<file path="src/rtl/hc595_pkg.sv">
// Shared types, constants and elaboration helpers for the 74HC595 chain controller.
package hc595_pkg;

  localparam int unsigned HC595_BITS_PER_DEV = 8;

  typedef enum logic [2:0] {
    S_IDLE,
    S_CLEAR,
    S_LOAD,
    S_SH_LO,
    S_SH_HI,
    S_LATCH,
    S_DONE
  } hc595_state_t;

  function automatic int unsigned clog2(input int unsigned value);
    int unsigned r;
    r = 0;
    for (int unsigned i = 0; i < 32; i++) begin
      if ((32'd1 << i) < value) r = i + 1;
    end
    return r;
  endfunction

endpackage

</file>
<file path="src/rtl/hc595_chain_ctrl_div_tick.sv">
// CLK_DIV down-counter: restart reloads it, o_tick marks the last cycle of each period.
module hc595_div_tick #(
  parameter int unsigned CLK_DIV = 4
) (
  input  logic i_clk,
  input  logic i_rst_n,
  input  logic i_restart,
  output logic o_tick
);

  localparam logic [7:0] LP_TOP = 8'(CLK_DIV - 1);

  logic [7:0] r_cnt;

  always_ff @(posedge i_clk or negedge i_rst_n) begin
    if (!i_rst_n) begin
      r_cnt <= LP_TOP;
    end else if (i_restart || (r_cnt == '0)) begin
      r_cnt <= LP_TOP;
    end else begin
      r_cnt <= r_cnt - 8'd1;
    end
  end

  assign o_tick = (r_cnt == '0);

endmodule

</file>
<file path="src/rtl/hc595_chain_ctrl.sv">
// Serial driver for a daisy chain of 74HC595s: shift MSB first, latch with RCLK,
// gate OE until a valid image is latched, and compare the QH' return with the old image.
module hc595_chain_ctrl
  import hc595_pkg::*;
#(
  parameter int unsigned N_BITS  = 32,
  parameter int unsigned CLK_DIV = 4,
  parameter bit          AUTO    = 1'b0,
  parameter bit          RB_EN   = 1'b1
) (
  input  logic              i_clk,
  input  logic              i_rst_n,
  input  logic [N_BITS-1:0] i_data,
  input  logic              i_load,
  input  logic              i_clear,
  input  logic              i_oe_en,
  input  logic              i_ser_ret,
  output logic              o_busy,
  output logic              o_done,
  output logic              o_chain_err,
  output logic              o_OE_n,
  output logic              o_SRCLR_n,
  output logic              o_RCLK,
  output logic              o_SER,
  output logic              o_SRCLK
);

  localparam int unsigned    BW      = clog2(N_BITS + 1);
  localparam logic [BW-1:0]  LP_LAST = BW'(N_BITS - 1);
  localparam logic [BW-1:0]  LP_ONE  = BW'(1);

  hc595_state_t      r_state, w_state;
  logic              r_boot, w_boot;
  logic              r_clr_ph, w_clr_ph;
  logic [N_BITS-1:0] r_img, w_img;
  logic [N_BITS-1:0] r_sreg, w_sreg;
  logic [N_BITS-1:0] r_shadow, w_shadow;
  logic [N_BITS-1:0] r_rb, w_rb;
  logic              r_img_valid, w_img_valid;
  logic [BW-1:0]     r_bit, w_bit;
  logic              r_ser, w_ser;
  logic              r_chain_err, w_chain_err;
  logic              w_tick, w_restart;
  logic              w_srclr_n, w_rclk, w_srclk, w_busy, w_done, w_oe_n;

  hc595_div_tick #(
    .CLK_DIV(CLK_DIV)
  ) u_div (
    .i_clk    (i_clk),
    .i_rst_n  (i_rst_n),
    .i_restart(w_restart),
    .o_tick   (w_tick)
  );

  // Reset parks in IDLE with r_boot set, so the first state after release is CLEAR
  // while o_busy stays high throughout.
  always_comb begin
    w_state     = r_state;
    w_boot      = r_boot;
    w_clr_ph    = r_clr_ph;
    w_img       = r_img;
    w_sreg      = r_sreg;
    w_shadow    = r_shadow;
    w_rb        = r_rb;
    w_img_valid = r_img_valid;
    w_bit       = r_bit;
    w_ser       = r_ser;
    w_chain_err = r_chain_err;
    unique case (r_state)
      S_IDLE: begin
        if (i_clear || r_boot) begin
          w_state  = S_CLEAR;
          w_clr_ph = 1'b0;
          w_boot   = 1'b0;
        end else if (i_load || (AUTO && (i_data != r_shadow))) begin
          w_state = S_LOAD;
        end
      end
      S_CLEAR: begin
        if (w_tick) begin
          if (!r_clr_ph) begin
            w_clr_ph = 1'b1;
          end else begin
            w_state     = S_DONE;
            w_shadow    = '0;
            w_img_valid = 1'b0;
            w_chain_err = 1'b0;
          end
        end
      end
      S_LOAD: begin
        w_img   = i_data;
        w_sreg  = i_data;
        w_ser   = i_data[N_BITS-1];
        w_bit   = '0;
        w_state = S_SH_LO;
      end
      S_SH_LO: begin
        if (w_tick) begin
          w_rb    = {r_rb[N_BITS-2:0], i_ser_ret};
          w_state = S_SH_HI;
        end
      end
      S_SH_HI: begin
        if (w_tick) begin
          if (r_bit == LP_LAST) begin
            w_ser   = 1'b0;
            w_state = S_LATCH;
          end else begin
            w_bit   = r_bit + LP_ONE;
            w_sreg  = {r_sreg[N_BITS-2:0], 1'b0};
            w_ser   = r_sreg[N_BITS-2];
            w_state = S_SH_LO;
          end
        end
      end
      S_LATCH: begin
        if (w_tick) begin
          // r_shadow still holds the image the chain carried before this shift.
          w_chain_err = RB_EN && (r_rb != r_shadow);
          w_shadow    = r_img;
          w_img_valid = 1'b1;
          w_state     = S_DONE;
        end
      end
      S_DONE: begin
        w_state = S_IDLE;
      end
      default: begin
        w_state = S_IDLE;
      end
    endcase
  end

  assign w_restart = (w_state != r_state) || (w_clr_ph != r_clr_ph);
  assign w_srclr_n = !((w_state == S_CLEAR) && !w_clr_ph);
  assign w_rclk    = ((w_state == S_CLEAR) && w_clr_ph) || (w_state == S_LATCH);
  assign w_srclk   = (w_state == S_SH_HI);
  assign w_busy    = (w_state != S_IDLE);
  assign w_done    = (w_state == S_DONE);
  assign w_oe_n    = ~(i_oe_en & w_img_valid);

  always_ff @(posedge i_clk or negedge i_rst_n) begin
    if (!i_rst_n) begin
      r_state     <= S_IDLE;
      r_boot      <= 1'b1;
      r_clr_ph    <= 1'b0;
      r_img       <= '0;
      r_sreg      <= '0;
      r_shadow    <= '0;
      r_rb        <= '0;
      r_img_valid <= 1'b0;
      r_bit       <= '0;
      r_ser       <= 1'b0;
      r_chain_err <= 1'b0;
      o_SRCLR_n   <= 1'b1;
      o_RCLK      <= 1'b0;
      o_SRCLK     <= 1'b0;
      o_busy      <= 1'b1;
      o_done      <= 1'b0;
      o_OE_n      <= 1'b1;
    end else begin
      r_state     <= w_state;
      r_boot      <= w_boot;
      r_clr_ph    <= w_clr_ph;
      r_img       <= w_img;
      r_sreg      <= w_sreg;
      r_shadow    <= w_shadow;
      r_rb        <= w_rb;
      r_img_valid <= w_img_valid;
      r_bit       <= w_bit;
      r_ser       <= w_ser;
      r_chain_err <= w_chain_err;
      o_SRCLR_n   <= w_srclr_n;
      o_RCLK      <= w_rclk;
      o_SRCLK     <= w_srclk;
      o_busy      <= w_busy;
      o_done      <= w_done;
      o_OE_n      <= w_oe_n;
    end
  end

  assign o_SER       = r_ser;
  assign o_chain_err = r_chain_err;

endmodule
</file>
<file path="config.mk">
export PLATFORM = sky130hd
export DESIGN_NAME = hc595_chain_ctrl
export DESIGN_NICKNAME = d
export VERILOG_FILES = /design/src/rtl/hc595_pkg.sv /design/src/rtl/hc595_chain_ctrl_div_tick.sv /design/src/rtl/hc595_chain_ctrl.sv
export SDC_FILE = /design/constraint.sdc
export NUM_CORES = 1
export LEC_CHECK = 0
export CAP_MARGIN = 0
export CORE_MARGIN = 10
export CORE_UTILIZATION = 28
export CTS_BUF_LIST = sky130_fd_sc_hd__clkbuf_8
export CTS_CLUSTER_SIZE = 12
export DETAILED_ROUTE_END_ITERATION = 6
export PLACE_DENSITY = 0.47
export RECOVER_POWER = 100
export SKIP_LAST_GASP = 1
export SLEW_MARGIN = 20
export SYNTH_ARGS = -nofsm -noshare
export SYNTH_HDL_FRONTEND = slang
export SYNTH_SLANG_ARGS = --single-unit
</file>
<file path="constraint.sdc">
create_clock -name i_clk -period 4.55 [get_ports i_clk]
set_clock_uncertainty 0.05 [all_clocks]
set_input_delay 0.455 -clock i_clk [delete_from_list [all_inputs] [get_ports i_clk]]
set_output_delay 0.455 -clock i_clk [all_outputs]
set_load 0.02 [all_outputs]
</file>
Word level (Yosys, flattened, before mapping)
Cells that the tools add are included.
{"block": "totals", "reg_bits": 155, "inputBits": 38, "word_cells": 92}
{"block": "op_classes", "add_sub_neg": 2, "n_eq_ne": 18, "muxes": 34, "bitwise": 2, "reduce_logical": 18}
{"op": "$mux 32", "count": 3}
{"op": "$pmux 32 s2", "count": 1}
{"op": "$mux 31", "count": 2}
{"op": "$pmux 31 s2", "count": 1}
{"op": "$ne 32x32->1", "count": 1}
{"op": "$mux 3", "count": 8}
{"op": "$pmux 3 s6", "count": 1}
{"op": "$eq 3x3->1 const B", "count": 5}
{"op": "$mux 6", "count": 2}
{"op": "$pmux 6 s2", "count": 1}
{"op": "$mux 1", "count": 10}
{"op": "$logic_not 8->1", "count": 1}
{"op": "$mux 8", "count": 1}
{"op": "$pmux 1 s2", "count": 4}
{"op": "$sub 8x1->8 const B", "count": 1}
{"op": "$add 6x1->6 const B", "count": 1}
{"op": "$eq 3x1->1 const B", "count": 2}
{"op": "$eq 3x2->1 const B", "count": 2}
{"op": "$eq 6x5->1 const B", "count": 1}
{"op": "$ne 2x1->1 const B", "count": 3}
{"op": "$reduce_and 2->1", "count": 3}
{"op": "$logic_or 1x1->1", "count": 4}
{"op": "$ne 2x2->1 const B", "count": 2}
{"op": "$reduce_and 4->1", "count": 1}
{"op": "other kinds (10)", "count": 13}

Depth between registers and ports, before layout
{"block": "depth", "depth_word": 8, "depth_mapped": 9, "mapped_depth_nobuf": 8}

Hierarchy
A second synthesis with hierarchy kept.
{"block": "unflattened", "hier_cells": 634, "hier_area_um2": 6799.0}
{"module": "hc595_chain_ctrl", "instances": 1, "cells_each": 593, "area_per_inst_um2": 6377.4}
{"module": "hc595_div_tick", "instances": 1, "cells_each": 41, "area_per_inst_um2": 421.7}

Least setup slack after synthesis
No wires, ideal clock.
{"block": "synth_timing", "path_type": "register to register", "start": "reg u_div.r_cnt[0]", "end": "reg r_rb[11]", "arrival_time_ps": 2000, "t_required_ps": 4375, "slack_ps": 2375, "stages_incl_launch_ff": 8, "n_path_buf": 1, "synth_period_minus_slack_ps": 2175, "path_cell_list": "dfstp_2 inv_1 ha_1 nor4b_4 and2_1 nand3_1 clkbuf_1 mux2_2"}
{"block": "synth_via", "elab_chain_len": 2}
{"item": "start: declaration", "line_no": "hc595_chain_ctrl_div_tick.sv:13", "source": "logic [7:0] r_cnt;"}
{"item": "start signal: assignment", "line_no": "hc595_chain_ctrl_div_tick.sv:21", "source": "r_cnt <= r_cnt - 8'd1;"}
{"item": "$logic_not 8->1", "line_no": "hc595_chain_ctrl_div_tick.sv:25", "source": "assign o_tick = (r_cnt == '0);"}
{"item": "$reduce_and 2->1 (no line)"}
{"item": "end signal: assignment", "line_no": "hc595_chain_ctrl.sv:169", "source": "r_rb <= w_rb;"}
{"item": "end: declaration", "line_no": "hc595_chain_ctrl.sv:38", "source": "logic [N_BITS-1:0] r_rb, w_rb;"}
No other way between the ends.
A chain may end at the register's enable or synchronous reset.

Worst setup path in the final report
{"block": "layout_timing", "start": "reg u_div.r_cnt[0]", "end": "reg r_rb[30]"}
Same word-level chain as after synthesis.

==> impl_metrics.csv <==
group,metric,value,unit
logic_synthesis,yosys_register_bits,155,
clocking,clockBufferDepth,2,
clocking,cts_hold_buffers,0,
clocking,cts_tree,"yes",
global_routing,grt_pass1_wl,24.03,mm
logic_synthesis,avgSynthCellArea,12.54,um2
pwr,total_power,2.533,mW
floorplan,dieHeight,173.4,um
pwr,power.density,327.4,mW/mm2
logic_synthesis,yosysTopAreaCell,"dfrtp_1",
clocking,ctsResizeCount,0,
logic_synthesis,synth_enable_flop_cells,0,
global_routing,grt_max_degree,94,
global_routing,grt_pass1_vias,4343,
run_status,violations,"max-capacitance violations, max-slew violations",
critical_path,critical_path.slowest_cell,"clkbuf_1",
cells_and_area,syn_to_final_growth,17.48,%
floorplan,fp.dieW,173.4,um
clocking,path_clk_slew,0.08,ns
clocking,cts_buffers,17,
floorplan,ios,46,
logic_synthesis,syn_nets,565,
logic_synthesis,ys_warn_count,0,
logic_synthesis,ys_seq_area_share,59.02,%
cells_and_area,fin_cells,900,
job,cap_viol_max_count,4,
critical_path,max_stage_delay,1.32,ns
timing,setup_viol,0,
critical_path,cp_cell_sequence,"inv_1 > ha_1 > nor4b_4 > and2_0 > nand3_1 > clkbuf_1 > mux2_2",
cells_and_area,ff_latch_area,0.003886,mm2
min_path,min_path_type,"flip-flop to flip-flop",
logic_synthesis,synth_cell_types,44,
floorplan,core_area,0.02333,mm2
critical_path,required,4.83,ns
drt,firstDrtPassIters,4,
critical_path,cp-end-kind,"flip-flop",
logic_synthesis,syn_area,0.006585,mm2
clocking,htreeDepth,4,
cells_and_area,nets,608,
global_routing,antenna_found_initial,0,
logic_synthesis,synthCells,525,
clocking,cts_root_buf,"clkbuf_8",
drt,antenna_left,0,
critical_path,crit_type,"flip-flop to flip-flop",
critical_path,cp_max_fo,32,
clocking,clkLatencyLatePin,0.45,ns
timing,slew_headroom,-54.47,%
timing,rsz0062_at_grt,"false",
cells_and_area,multi_input_area,0.002551,mm2
timing,min_period,3.337,ns
placement,port_buffers,45,
timing,timing.fmax,299.7,MHz
floorplan,dieArea,0.03005,mm2
run_status,outcome,"finished with violations",
placement,dp.cells,868,
pwr,power_leakage,3.524,nW
drt,drtIter0Drc,158,
timing,report.final.hold_viol_count,0,
logic_synthesis,synth_area_leaders,"dfrtp_1, mux2_2, mux2i_1",
timing,worstMarginPinSlew,2.317,ns
timing,drv_slew,184,
placement,gp_congestion,0.7600,
pwr,peakVddDrop,0.0001766,V
critical_path,cp_data_arrival_time,3.61,ns
timing,tns,0,ns
logic_synthesis,ys.flop_type,"dfrtp_1",
placement,dp_hpwl,9.810,mm
drt,drcViolationCount,0,
global_routing,grt_usage,9.889,%
logic_synthesis,synthArstFlopShare,100.0,%
cells_and_area,fill_cells,2323,
clocking,cts.sinks,155,
drt,routed_via_density,4.567,
clocking,post-cts-setup-buffers,0,
floorplan,rows,56,
logic_synthesis,synth_top_area_share,56.62,%
drt,routedWlPerCell,15.84,um
cells_and_area,layout-drive-gt1-share,19.28,%
global_routing,overflow,0,
timing,period_share,73.34,%
cells_and_area,n_antenna_cell,0,
drt,vias,4110,
critical_path,startpoint_type,"flip-flop",
drt,wl,14.26,mm
floorplan,initial_core_util,28.22,%
## cells in the final DEF (no fill, tap or decap), drive strengths merged, types with 3 or more instances in the layout
master and count:
a21oi 10, a22o 33, buf 5, clkbuf 21, clkdlybuf4s50 36, clkinv 5, clkinvlp 3, dfrtp 149
dfstp 6, dlygate4sd3 8, inv 12, mux2 64, mux2i 30, nand2 40, nand3 10, nand4 4
nor2 16, nor2b 4, nor3 8, nor3b 3, nor4 11, o21ai 35, or2 4, xnor2 7
xor2 33
## Yosys cell counts, types with 2 or more instances
| library cell | n |
|---|---|
| mux2i_1 | 30 |
| buf_2 | 3 |
| nor2b_1 | 4 |
| nand2b_1 | 2 |
| nand4_1 | 4 |
| o21ai_0 | 34 |
| o211ai_1 | 2 |
| nor3_1 | 7 |
| buf_1 | 4 |
| dfstp_2 | 6 |
| or2_2 | 3 |
| dfrtp_1 | 149 |
| nand3_1 | 10 |
| ha_1 | 2 |
| nor2_1 | 16 |
| a22o_1 | 33 |
| o31ai_1 | 2 |
| a21oi_1 | 10 |
| xor2_1 | 33 |
| inv_1 | 8 |
| nand2_1 | 40 |
| nor4_1 | 11 |
| clkbuf_1 | 20 |
| xnor2_1 | 7 |
| mux2_2 | 64 |
| nor3b_1 | 3 |
## report_power, final
group	switching (mW)	total, mW	internal (mW)
logic	0.0545	0.108	0.0531
registers	0.0169	1.42	1.41
clock network	0.509	1.00	0.494
total	0.580	2.53	1.95
## stage by stage
stage          setup slack, ns  area, um2  hold slack [ns]  util [%]
2_1_floorplan            2.375       6585           0.1094         -
3_3_place_gp             1.636       7385           0.4115     31.65
3_5_place_dp             1.588       7385           0.4206     31.65
4_1_cts                  1.587       7764          0.05759     33.27
5_1_grt                 0.9246       7736           0.4266     33.16
6_report                 1.213       7736           0.4344     33.16
## worst paths after layout
kind | cells after the start | slack (ns) | endpoint | start
max in group asynchronous | 2 | 2.32 | r_img[10] | i_rst_n
min in group asynchronous | 1 | 0.62 | o_RCLK | i_rst_n
max reg2reg | 7 | 1.21 | r_rb[30] | u_div.r_cnt[0]
min | 2 | 0.43 | r_sreg[28] | r_sreg[28]
min reg2reg | 2 | 0.43 | r_sreg[28] | r_sreg[28]
max | 7 | 1.21 | r_rb[30] | u_div.r_cnt[0]
## state kept, by name, indices dropped and copies added (netlist names), 3 cells and up
signal and count:
r_img 32, r_rb 32, r_shadow 32, r_sreg 31
u_div.r_cnt 8, r_bit 6, r_state 3
## final cells by class
| type | count | area share (%) |
|---|---|---|
| Inverter | 8 | 0.3882 |
| Multi-Input combinational cell | 334 | 32.98 |
| Timing Repair Buffer | 52 | 6.340 |
| Clock inverter | 14 | 1.698 |
| Tap cell | 319 | 5.159 |
| Clock buffer | 18 | 3.202 |
| Sequential cell | 155 | 50.23 |
## critical path: cells and delay by family, from the launching register on
kind | cells | cell delay, ns
adders and majority gates | 1 | 0.25
buffers and inverters | 2 | 1.39
DFF | 1 | 0.53
muxes | 1 | 0.44
and+or+nand+nor | 3 | 0.54
## metal layers
layer | share of wire (%) | track usage (%)
met3 | 2.7 | 2.440
met4 | 1.8 | 4.168
met1 | 50 | 13.32
met5 | 0 | 0
met2 | 45 | 14.80
## kinds of logic after synthesis
| group | synth area share, % |
|---|---|
| buffers and inverters | 2.223 |
| flip-flops | 59.02 |
| XOR/XNOR | 5.320 |
| adder cells (fa/ha/maj) | 0.3800 |
| multiplexers | 15.50 |
| AO/OA/AOI/OAI | 9.557 |
| AND/OR/NAND/NOR | 7.999 |
Power figures use the tool's default switching activity.
